File: config.mk
export PLATFORM = sky130hd
export DESIGN_NAME = ddr_burst_arbiter_flat
export DESIGN_NICKNAME = d
export VERILOG_FILES = /design/src/rtl/ddr_arb_pkg.sv /design/src/rtl/ddr_burst_arbiter_if.sv /design/src/rtl/burst_addr_counter.sv /design/src/rtl/ddr_burst_arbiter.sv /design/src/flat_wrapper.sv
export SDC_FILE = /design/constraint.sdc
export NUM_CORES = 1
export LEC_CHECK = 0
export CAP_MARGIN = 20
export CORE_ASPECT_RATIO = 0.6
export CORE_MARGIN = 10
export CORE_UTILIZATION = 58
export CTS_CLUSTER_DIAMETER = 80
export DETAILED_ROUTE_END_ITERATION = 8
export PLACE_DENSITY = 0.81
export SLEW_MARGIN = 20
export SYNTH_ARGS = -nofsm -noshare
export SYNTH_HDL_FRONTEND = slang
export SYNTH_HIERARCHICAL = 1
export SYNTH_SLANG_ARGS = --single-unit
export TNS_END_PERCENT = 1
File: constraint.sdc
create_clock -name clk_in -period 3.3 [get_ports clk_in]
set_input_delay 0.99 -clock clk_in [delete_from_list [all_inputs] [get_ports clk_in]]
set_output_delay 0.99 -clock clk_in [all_outputs]
set_load 0.005 [all_outputs]
File: src/rtl/ddr_arb_pkg.sv
// Shared constants for the DDR burst arbiter: default geometry, index width, FSM encoding.
// Latency: n/a (declarations only).
// Backpressure: n/a.
package ddr_arb_pkg;

  localparam int DEF_FRAME_WORDS = 115200;
  localparam int DEF_BURST_LEN   = 8;
  localparam int IDX_W           = 27;

  // 3-bit state encoding kept as plain constants so older netlists and probes stay compatible.
  typedef logic [2:0] arb_state_t;

  localparam arb_state_t ST_IDLE    = 3'd0;
  localparam arb_state_t ST_WR_CMD  = 3'd1;
  localparam arb_state_t ST_WR_DATA = 3'd2;
  localparam arb_state_t ST_RD_CMD  = 3'd3;
  localparam arb_state_t ST_RD_DATA = 3'd4;

endpackage

File: src/rtl/ddr_burst_arbiter_if.sv
// Bundle of request, command and beat handshakes between the arbiter and its neighbours.
// Latency: n/a (wiring only).
// Backpressure: every data path is a valid/ready pair; commands stall on cmd_ready.
interface ddr_burst_arbiter_if;
  import ddr_arb_pkg::*;

  logic             wr_req;
  logic             rd_req;
  logic             wr_src_valid;
  logic             wr_src_ready;
  logic             rd_dst_valid;
  logic             rd_dst_ready;
  logic             cmd_valid;
  logic             cmd_write;
  logic [IDX_W-1:0] cmd_addr;
  logic             cmd_ready;
  logic             mem_wvalid;
  logic             mem_wlast;
  logic             mem_wready;
  logic             mem_rvalid;
  logic             mem_rready;
  logic             wr_frame_done;
  logic             rd_frame_done;

  // Arbiter side.
  modport master (
    input  wr_req, rd_req, wr_src_valid, rd_dst_ready, cmd_ready, mem_wready, mem_rvalid,
    output wr_src_ready, rd_dst_valid, cmd_valid, cmd_write, cmd_addr,
           mem_wvalid, mem_wlast, mem_rready, wr_frame_done, rd_frame_done
  );

  // Requester / memory side.
  modport slave (
    output wr_req, rd_req, wr_src_valid, rd_dst_ready, cmd_ready, mem_wready, mem_rvalid,
    input  wr_src_ready, rd_dst_valid, cmd_valid, cmd_write, cmd_addr,
           mem_wvalid, mem_wlast, mem_rready, wr_frame_done, rd_frame_done
  );

endinterface

File: src/rtl/burst_addr_counter.sv
// Frame word index that steps by one burst and wraps to zero at the frame size.
// Latency: index updates the cycle after advance; wrap is combinational with advance.
// Backpressure: none; advances only when told.
module burst_addr_counter
  import ddr_arb_pkg::*;
#(
  parameter int FRAME_WORDS = DEF_FRAME_WORDS,
  parameter int BURST_LEN   = DEF_BURST_LEN
) (
  input  logic             clk_in,
  input  logic             rst_in,
  input  logic             advance,
  output logic [IDX_W-1:0] index,
  output logic             wrap
);

  localparam logic [IDX_W-1:0] STEP  = IDX_W'(BURST_LEN);
  localparam logic [IDX_W-1:0] LIMIT = IDX_W'(FRAME_WORDS);

  logic [IDX_W-1:0] next_index;

  assign next_index = index + STEP;
  // Pulse in the same cycle as the advancing beat so the frame boundary lines up with the last word.
  assign wrap       = advance && (next_index >= LIMIT);

  // Step by one burst, folding back to zero when the frame is exhausted.
  always_ff @(posedge clk_in) begin
    if (rst_in) begin
      index <= '0;
    end else if (advance) begin
      index <= (next_index >= LIMIT) ? '0 : next_index;
    end
  end

endmodule

File: src/rtl/ddr_burst_arbiter.sv
// Time-shares one DDR port between a frame writer and a frame reader, one fixed burst at a time.
// Latency: one IDLE cycle, command held until cmd_ready, then BURST_LEN handshaked beats.
// Backpressure: command waits on cmd_ready; beats pass valid/ready straight through both ways.
module ddr_burst_arbiter
  import ddr_arb_pkg::*;
#(
  parameter int FRAME_WORDS = DEF_FRAME_WORDS,
  parameter int BURST_LEN   = DEF_BURST_LEN
) (
  input  logic                 clk_in,
  input  logic                 rst_in,
  ddr_burst_arbiter_if.master  bus
);

  localparam int              CNT_W     = (BURST_LEN > 1) ? $clog2(BURST_LEN) : 1;
  localparam logic [CNT_W-1:0] LAST_BEAT = CNT_W'(BURST_LEN - 1);

  arb_state_t       state;
  arb_state_t       state_nxt;
  logic [CNT_W-1:0] beat_cnt;
  logic             last_was_write;
  logic [IDX_W-1:0] wr_idx;
  logic [IDX_W-1:0] rd_idx;
  logic             in_wr_data;
  logic             in_rd_data;
  logic             cmd_acc;
  logic             wr_beat;
  logic             rd_beat;
  logic             wr_final;
  logic             rd_final;
  logic             wr_wrap;
  logic             rd_wrap;

  assign in_wr_data = (state == ST_WR_DATA);
  assign in_rd_data = (state == ST_RD_DATA);

  // Command is a pure function of state and registered indices, so it cannot glitch while stalled.
  assign bus.cmd_valid = (state == ST_WR_CMD) || (state == ST_RD_CMD);
  assign bus.cmd_write = (state == ST_WR_CMD);
  assign bus.cmd_addr  = (state == ST_WR_CMD) ? (wr_idx << 4) : (rd_idx << 4);
  assign cmd_acc       = bus.cmd_valid && bus.cmd_ready;

  // Data paths are combinational pass-throughs, gated so nothing leaks outside the owning state.
  assign bus.mem_wvalid   = in_wr_data && bus.wr_src_valid;
  assign bus.wr_src_ready = in_wr_data && bus.mem_wready;
  assign bus.mem_wlast    = in_wr_data && (beat_cnt == LAST_BEAT);
  assign bus.rd_dst_valid = in_rd_data && bus.mem_rvalid;
  assign bus.mem_rready   = in_rd_data && bus.rd_dst_ready;

  assign wr_beat  = bus.mem_wvalid && bus.mem_wready;
  assign rd_beat  = bus.mem_rvalid && bus.mem_rready;
  assign wr_final = wr_beat && (beat_cnt == LAST_BEAT);
  assign rd_final = rd_beat && (beat_cnt == LAST_BEAT);

  assign bus.wr_frame_done = wr_wrap;
  assign bus.rd_frame_done = rd_wrap;

  // Next-state: on a tie, serve whichever direction did not go last.
  always_comb begin
    state_nxt = state;
    case (state)
      ST_IDLE: begin
        if (bus.wr_req && bus.rd_req) state_nxt = last_was_write ? ST_RD_CMD : ST_WR_CMD;
        else if (bus.wr_req)          state_nxt = ST_WR_CMD;
        else if (bus.rd_req)          state_nxt = ST_RD_CMD;
      end
      ST_WR_CMD:  if (bus.cmd_ready) state_nxt = ST_WR_DATA;
      ST_WR_DATA: if (wr_final)      state_nxt = ST_IDLE;
      ST_RD_CMD:  if (bus.cmd_ready) state_nxt = ST_RD_DATA;
      ST_RD_DATA: if (rd_final)      state_nxt = ST_IDLE;
      default:                       state_nxt = ST_IDLE;
    endcase
  end

  // State, beat count and fairness flag; requests are ignored once a burst is granted.
  always_ff @(posedge clk_in) begin
    if (rst_in) begin
      state          <= ST_IDLE;
      beat_cnt       <= '0;
      last_was_write <= 1'b1;
    end else begin
      state <= state_nxt;
      if (cmd_acc) begin
        beat_cnt <= '0;
      end else if (wr_beat || rd_beat) begin
        beat_cnt <= (wr_final || rd_final) ? '0 : beat_cnt + CNT_W'(1);
      end
      if (wr_final)      last_was_write <= 1'b1;
      else if (rd_final) last_was_write <= 1'b0;
    end
  end

  burst_addr_counter #(
    .FRAME_WORDS (FRAME_WORDS),
    .BURST_LEN   (BURST_LEN)
  ) u_wr_addr (
    .clk_in  (clk_in),
    .rst_in  (rst_in),
    .advance (wr_final),
    .index   (wr_idx),
    .wrap    (wr_wrap)
  );

  burst_addr_counter #(
    .FRAME_WORDS (FRAME_WORDS),
    .BURST_LEN   (BURST_LEN)
  ) u_rd_addr (
    .clk_in  (clk_in),
    .rst_in  (rst_in),
    .advance (rd_final),
    .index   (rd_idx),
    .wrap    (rd_wrap)
  );

endmodule

File: src/flat_wrapper.sv
// flat-port wrapper written by rule: the top's interface ports become plain ports
module ddr_burst_arbiter_flat import ddr_arb_pkg::*;
#(
  parameter int FRAME_WORDS = DEF_FRAME_WORDS,
  parameter int BURST_LEN   = DEF_BURST_LEN
)
  (clk_in, rst_in, bus_wr_req, bus_rd_req, bus_wr_src_valid, bus_rd_dst_ready, bus_cmd_ready, bus_mem_wready, bus_mem_rvalid, bus_wr_src_ready, bus_rd_dst_valid, bus_cmd_valid, bus_cmd_write, bus_cmd_addr, bus_mem_wvalid, bus_mem_wlast, bus_mem_rready, bus_wr_frame_done, bus_rd_frame_done);
  ddr_burst_arbiter_if bus_i ();
  input  logic clk_in;
  input  logic rst_in;
  input wire logic [$bits(bus_i.wr_req)-1:0] bus_wr_req;
  input wire logic [$bits(bus_i.rd_req)-1:0] bus_rd_req;
  input wire logic [$bits(bus_i.wr_src_valid)-1:0] bus_wr_src_valid;
  input wire logic [$bits(bus_i.rd_dst_ready)-1:0] bus_rd_dst_ready;
  input wire logic [$bits(bus_i.cmd_ready)-1:0] bus_cmd_ready;
  input wire logic [$bits(bus_i.mem_wready)-1:0] bus_mem_wready;
  input wire logic [$bits(bus_i.mem_rvalid)-1:0] bus_mem_rvalid;
  output wire logic [$bits(bus_i.wr_src_ready)-1:0] bus_wr_src_ready;
  output wire logic [$bits(bus_i.rd_dst_valid)-1:0] bus_rd_dst_valid;
  output wire logic [$bits(bus_i.cmd_valid)-1:0] bus_cmd_valid;
  output wire logic [$bits(bus_i.cmd_write)-1:0] bus_cmd_write;
  output wire logic [$bits(bus_i.cmd_addr)-1:0] bus_cmd_addr;
  output wire logic [$bits(bus_i.mem_wvalid)-1:0] bus_mem_wvalid;
  output wire logic [$bits(bus_i.mem_wlast)-1:0] bus_mem_wlast;
  output wire logic [$bits(bus_i.mem_rready)-1:0] bus_mem_rready;
  output wire logic [$bits(bus_i.wr_frame_done)-1:0] bus_wr_frame_done;
  output wire logic [$bits(bus_i.rd_frame_done)-1:0] bus_rd_frame_done;
  assign bus_i.wr_req = bus_wr_req;
  assign bus_i.rd_req = bus_rd_req;
  assign bus_i.wr_src_valid = bus_wr_src_valid;
  assign bus_i.rd_dst_ready = bus_rd_dst_ready;
  assign bus_i.cmd_ready = bus_cmd_ready;
  assign bus_i.mem_wready = bus_mem_wready;
  assign bus_i.mem_rvalid = bus_mem_rvalid;
  assign bus_wr_src_ready = bus_i.wr_src_ready;
  assign bus_rd_dst_valid = bus_i.rd_dst_valid;
  assign bus_cmd_valid = bus_i.cmd_valid;
  assign bus_cmd_write = bus_i.cmd_write;
  assign bus_cmd_addr = bus_i.cmd_addr;
  assign bus_mem_wvalid = bus_i.mem_wvalid;
  assign bus_mem_wlast = bus_i.mem_wlast;
  assign bus_mem_rready = bus_i.mem_rready;
  assign bus_wr_frame_done = bus_i.wr_frame_done;
  assign bus_rd_frame_done = bus_i.rd_frame_done;
  ddr_burst_arbiter #(.FRAME_WORDS(FRAME_WORDS), .BURST_LEN(BURST_LEN)) u_core (.clk_in(clk_in), .rst_in(rst_in), .bus(bus_i));
endmodule
* Word level (Yosys, flattened, before mapping)
Cells that the tools add are included.
** Operators by class
- Add/sub/neg operators :: 3
- Order comparisons :: 2
- Equality and inequality tests :: 10
- Muxes and demuxes :: 13
- Reduce and logical (&&, ||, !) cells :: 20
** Operators by type and width (count)
- 27-bit two-way mux :: 3
- 27-bit by 4-bit adder with 27-bit output (second input constant) :: 2
- 27-bit by 17-bit >= comparator with 1-bit output (second input constant) :: 2
- 3-bit two-way mux :: 8
- 3-bit case mux with 5 select lines :: 1
- 1-bit logical AND :: 13
- 2-bit != test (second input constant) :: 4
- 3-bit by 2-bit equality test with 1-bit output (second input constant) :: 2
- 3-bit equality test (second input constant) :: 2
- 5-bit AND reduction :: 1
- 4-bit by 3-bit != test with 1-bit output (second input constant) :: 1
- 2-bit OR reduction :: 2
- 3-bit by 1-bit adder with 3-bit output (second input constant) :: 1
- 3-bit by 1-bit equality test with 1-bit output (second input constant) :: 1
- 3-bit zero test :: 1
- 1-bit logical OR :: 3
- 2-bit two-way mux :: 1
** Storage, ports and cells
- Bits in registers :: 61
- Bits of input ports :: 9
- Output and inout port bits :: 36
- Logic and storage cells :: 53

* Depth between registers and ports, before layout
- Depth after elaboration :: 6
- Depth in mapped cells :: 10
- Mapped depth without buffers :: 9

* Modules after synthesis
The synthesis kept the hierarchy.
** Modules (own cells, without submodules)
- burst_addr_counter :: times used 2, cells each 196, area each 1662.8 µm², seq. area each 480.5 µm²
- ddr_burst_arbiter :: times used 1, cells each 81, area each 898.4 µm², seq. area each 140.1 µm²

* Worst setup path after synthesis
OpenSTA, ideal clock, no wires.
- Path type :: input-to-output
- Start point :: input port bus_wr_src_valid
- End point :: output port bus_wr_frame_done
- Data arrival time :: 2.046 ns
- Data required time :: 2.310 ns
- Path slack :: 0.264 ns
- Cell stages on the path :: 6
- Buffers on the path :: 1
- Cells stage by stage :: and2_1 -> and3_1 -> inv_1 -> clkbuf_1 -> a31oi_4 -> or2_1
** On the way
- Word-level cells in the longest chain between the ends :: 4
** RTL lines
- start: declaration :: RTL line flat_wrapper.sv:13 : input wire logic [$bits(bus_i.wr_src_valid)-1:0] bus_wr_src_valid;
- 1-bit logical AND :: RTL line ddr_burst_arbiter.sv:44 : assign bus.mem_wvalid = in_wr_data && bus.wr_src_valid;
- 1-bit logical AND :: RTL line ddr_burst_arbiter.sv:50 : assign wr_beat = bus.mem_wvalid && bus.mem_wready;
- 1-bit logical AND :: RTL line ddr_burst_arbiter.sv:52 : assign wr_final = wr_beat && (beat_cnt == LAST_BEAT);
- named net u_core.wr_final :: RTL line ddr_burst_arbiter.sv:29 : logic wr_final;
- 1-bit logical AND :: RTL line burst_addr_counter.sv:24 : assign wrap = advance && (next_index >= LIMIT);
- end: declaration :: RTL line flat_wrapper.sv:26 : output wire logic [$bits(bus_i.wr_frame_done)-1:0] bus_wr_frame_done;
The timed path passes the listed nets, and every way through them passes these cells.

* Worst setup path after layout
- Start point :: register u_core.u_wr_addr.index[4]
- End point :: output port bus_wr_frame_done
** On the way
- Word-level cells in the longest chain between the ends :: 3
** RTL lines
- start: declaration :: RTL line burst_addr_counter.sv:13 : output logic [IDX_W-1:0] index,
- start signal: assignment :: RTL line burst_addr_counter.sv:31 : index <= (next_index >= LIMIT) ? '0 : next_index;
- 27-bit by 4-bit adder with 27-bit output :: RTL line burst_addr_counter.sv:22 : assign next_index = index + STEP;
- 27-bit by 17-bit >= comparator with 1-bit output :: RTL line burst_addr_counter.sv:24
- 1-bit logical AND :: RTL line burst_addr_counter.sv:24
No other way between the ends.

==> results.md <==
* Syn Area/Cell at about 9 um^2
* CTS tree: yes
* Routability Congestion at between 0.9 and 1
* Pre-CTS WS at -554.6 ps
* DRC at 0
* DR vias at around 4200
* Ys flop type: dfxtp_1
* Net Sw Frac at between 20% and 30%
* Nets at roughly 580
* Ant. Diodes at 0
* Hold crit path type: flip-flop to flip-flop
* Final core utilization at 79.33%
* Fraction of layout cells with a size suffix above 1 at 33.51%
* Synth warn at 6
* Ports at 45
* Setup ws final at around 44 ps
* Initial antenna violation count at 0
* Die height at between 80 and 90 um
* DRT antenna net count at 0
* Crit Path Class: flip-flop to output pin
* Vias/cell at roughly 6.4
* Internal power at between 1000 and 1500 uW
* Placed Area at 5069 um^2
* DP HPWL at approximately 9400 um
* Vias in the first global route at roughly 4100
* Design area at ~5500 um^2
* Worst-Margin Slew at ~540 ps
* Sink Count at 55
* Routed WL per cell at between 20 and 25 um
* Fmax at a little over 300 MHz
* Die footprint at about 11000 um^2
* Clk slew on worst S/H paths at ~70 ps
* Fillers at between 400 and 500
* Seq/Total Area, Yosys at a little over a quarter
* Final Hold Fails at 0
* Chip width at about 130 um
* Rows at 23
* Max-slew violations at 0
* Initial DRT Pass Iterations at 6
* Critical Path RT at around 2300 ps
* Clock Power Share at a little over two fifths
* Clock Skew at roughly 5.4 ps
* CTS Buf Count at 5
* Critical Path AT at ~2300 ps
* First-pass GRT wire length at 21350 um
* Clk_lat worst skew at 310 ps
* Psw at ~340 uW
* Final WL at around 13000 um
* Outcome: finished, final reports clean
* Total gr overflow at 0
* Clock Path Buffers at 2
* PortBufs at 37
* Root buffer cell: clkbuf_16
* Max FO, Critical Path at 6
* Final critical-path required period at 3256 ps
* Seq pwr share at a little under half
* Synth area leaders: dfxtp_1 (26%), mux2_4 (6.8%), nor3_2 (5.2%)
* Rel. slew slack at approximately 64%
* Syn-to-layout area delta at 29.18%
* Initial Util at between 60% and 70%
* Leading area contributor after synthesis: dfxtp_1
* Worst ir drop on vdd at 0.2742 mV
* Area of the multi-input gates at 2990 um^2
* Critical Path Sink Type: output pin
* EDFF count, synth at 0
* Storage element area at approximately 1100 um^2
* Yosys reg bits at 55
* Final setup vio count at 0
* Comb power frac at 9.8%
* Core region area at around 6900 um^2
* DR iter-0 viols at between 300 and 400
* Async S/R FF share, synth at 0%
* Fin crit share at 98.68%
* Power per cell area at roughly 260 nW/um^2
* Pleak at 0.002084 uW
* Max Cap Violations at 0
* Mapped cell area at roughly 4200 um^2
* All-Layer GR Usage at a little under a quarter
* Post-synth top area share at between 20% and 30%
* Post-synthesis cell count at approximately 470
* Yosys cell types at between 60 and 70
* Hold_ws at roughly 500 ps
* Largest net degree at the start of global routing at 25
* Max H-tree Level at 2
* Hold Buf Count CTS at 0
* CP Launch Type: flip-flop
## kinds of logic after synthesis
group           share of synthesized area, %
compound gates                         13.39
xor+xnor                               9.123
fa+ha+maj                              1.185
buf+inv                                7.642
flops                                  26.07
mux                                    9.271
other cells                           0.2666
simple gates                           33.06
## placed cells by master, fill, tap and decap left out, types with 6 or more instances in the layout
cell type         n
and2_1            9
xor2_1           22
dfxtp_2           6
nand2_1          32
conb_1           10
nand3_1          21
nor2b_1           6
mux2_4           19
xnor2_1          22
inv_1             8
nand4_1          30
a21oi_1           9
a211o_1           7
nor3_1           24
clkdlybuf4s50_1  31
buf_4            82
nor3b_1           6
dfxtp_1          47
nor3_2           24
nor2_1           27
## per-layer routing
layer,track usage (%),vias up,wire (um)
met1,30.74,2023,5897
met5,0,-,0
met4,8.537,0,245
met2,36.49,242,5947
met3,6.515,25,1361
li1,-,1907,-
## timing repair
item                       in CTS  in global routing
pin swaps                       7                  9
hold endpoints to repair        0                  0
gates resized for setup        29                 31
buffers inserted                3                  3
setup endpoints to repair      22                  2
## metrics by stage
step	setup TNS, ps	total power (uW)	instances
after global routing	-21.57	1479	657
final	0	1435	657
after floorplan	0	799.0	480
after global placement	-920.7	827.7	644
after detailed placement	-1032	833.1	644
after CTS	-24.89	1436	654
## layout make-up
type	instances	area share (%)
flip-flops and latches	55	20.45
clock inverters	1	0.5503
clock buffers	6	2.362
well taps	87	1.995
multi-input cells	373	54.80
repair buffers	124	18.99
inverters	11	0.8484
## power groups by stage
stage	sequential (uW)	clock, uW	combinational [uW]
4_1_cts	682	616	138
5_1_grt	681	649	149
6_report	681	613	141
3_5_place_dp	697	0	136
2_1_floorplan	692	0	107
3_3_place_gp	696	0	132
## final timing paths
| kind | cells past startpoint | slack (ps) | startpoint | endpoint |
|---|---|---|---|---|
| min reg2reg | 1 | 490 | u_core/last_was_write$_SDFFE_PP1P_ | u_core/last_was_write$_SDFFE_PP1P_ |
| min | 1 | 490 | u_core/last_was_write$_SDFFE_PP1P_ | u_core/last_was_write$_SDFFE_PP1P_ |
| max reg2reg | 9 | 920 | u_core/u_rd_addr/index[9]$_SDFFE_PP0P_ | u_core/u_rd_addr/index[11]$_SDFFE_PP0P_ |
| max | 8 | 40 | u_core/u_wr_addr/index[4]$_SDFFE_PP0P_ | bus_wr_frame_done |
## sequential cells by signal (all words and copies together), names as in the netlist
signal and flops:
u_core/beat_cnt 3, u_core/u_wr_addr/index 24, u_core/u_rd_addr/index 24, u_core/last_was_write 1, u_core/state 3
## Yosys cell counts, types with 3 or more instances
master,number
mux2i_1,5
buf_4,10
nand4_1,30
o2111ai_1,4
clkbuf_1,8
a21oi_1,9
xnor2_1,22
mux2_4,19
nor2_1,30
a31oi_1,4
nand3_1,24
conb_1,3
and3_1,3
xor2_1,22
a211o_1,7
nor3b_1,6
a22oi_4,4
nor3_2,22
inv_1,11
buf_2,12
buf_6,10
dfxtp_1,55
nor2b_1,6
nand3b_1,4
nand2_1,35
o32a_1,4
nor4_1,4
ha_1,4
and2_1,11
mux2_1,4
nor3_1,27
## worst max-delay path: stages, from the launching register on
cell	delay [ps]
dfxtp_1	360
buf_4	170
nand4_2	200
nor2_2	250
nand4_1	170
a22oi_4	320
a31oi_4	120
or2_1	230
buf_2	130
No activity file was read; power rests on OpenSTA's default activity.
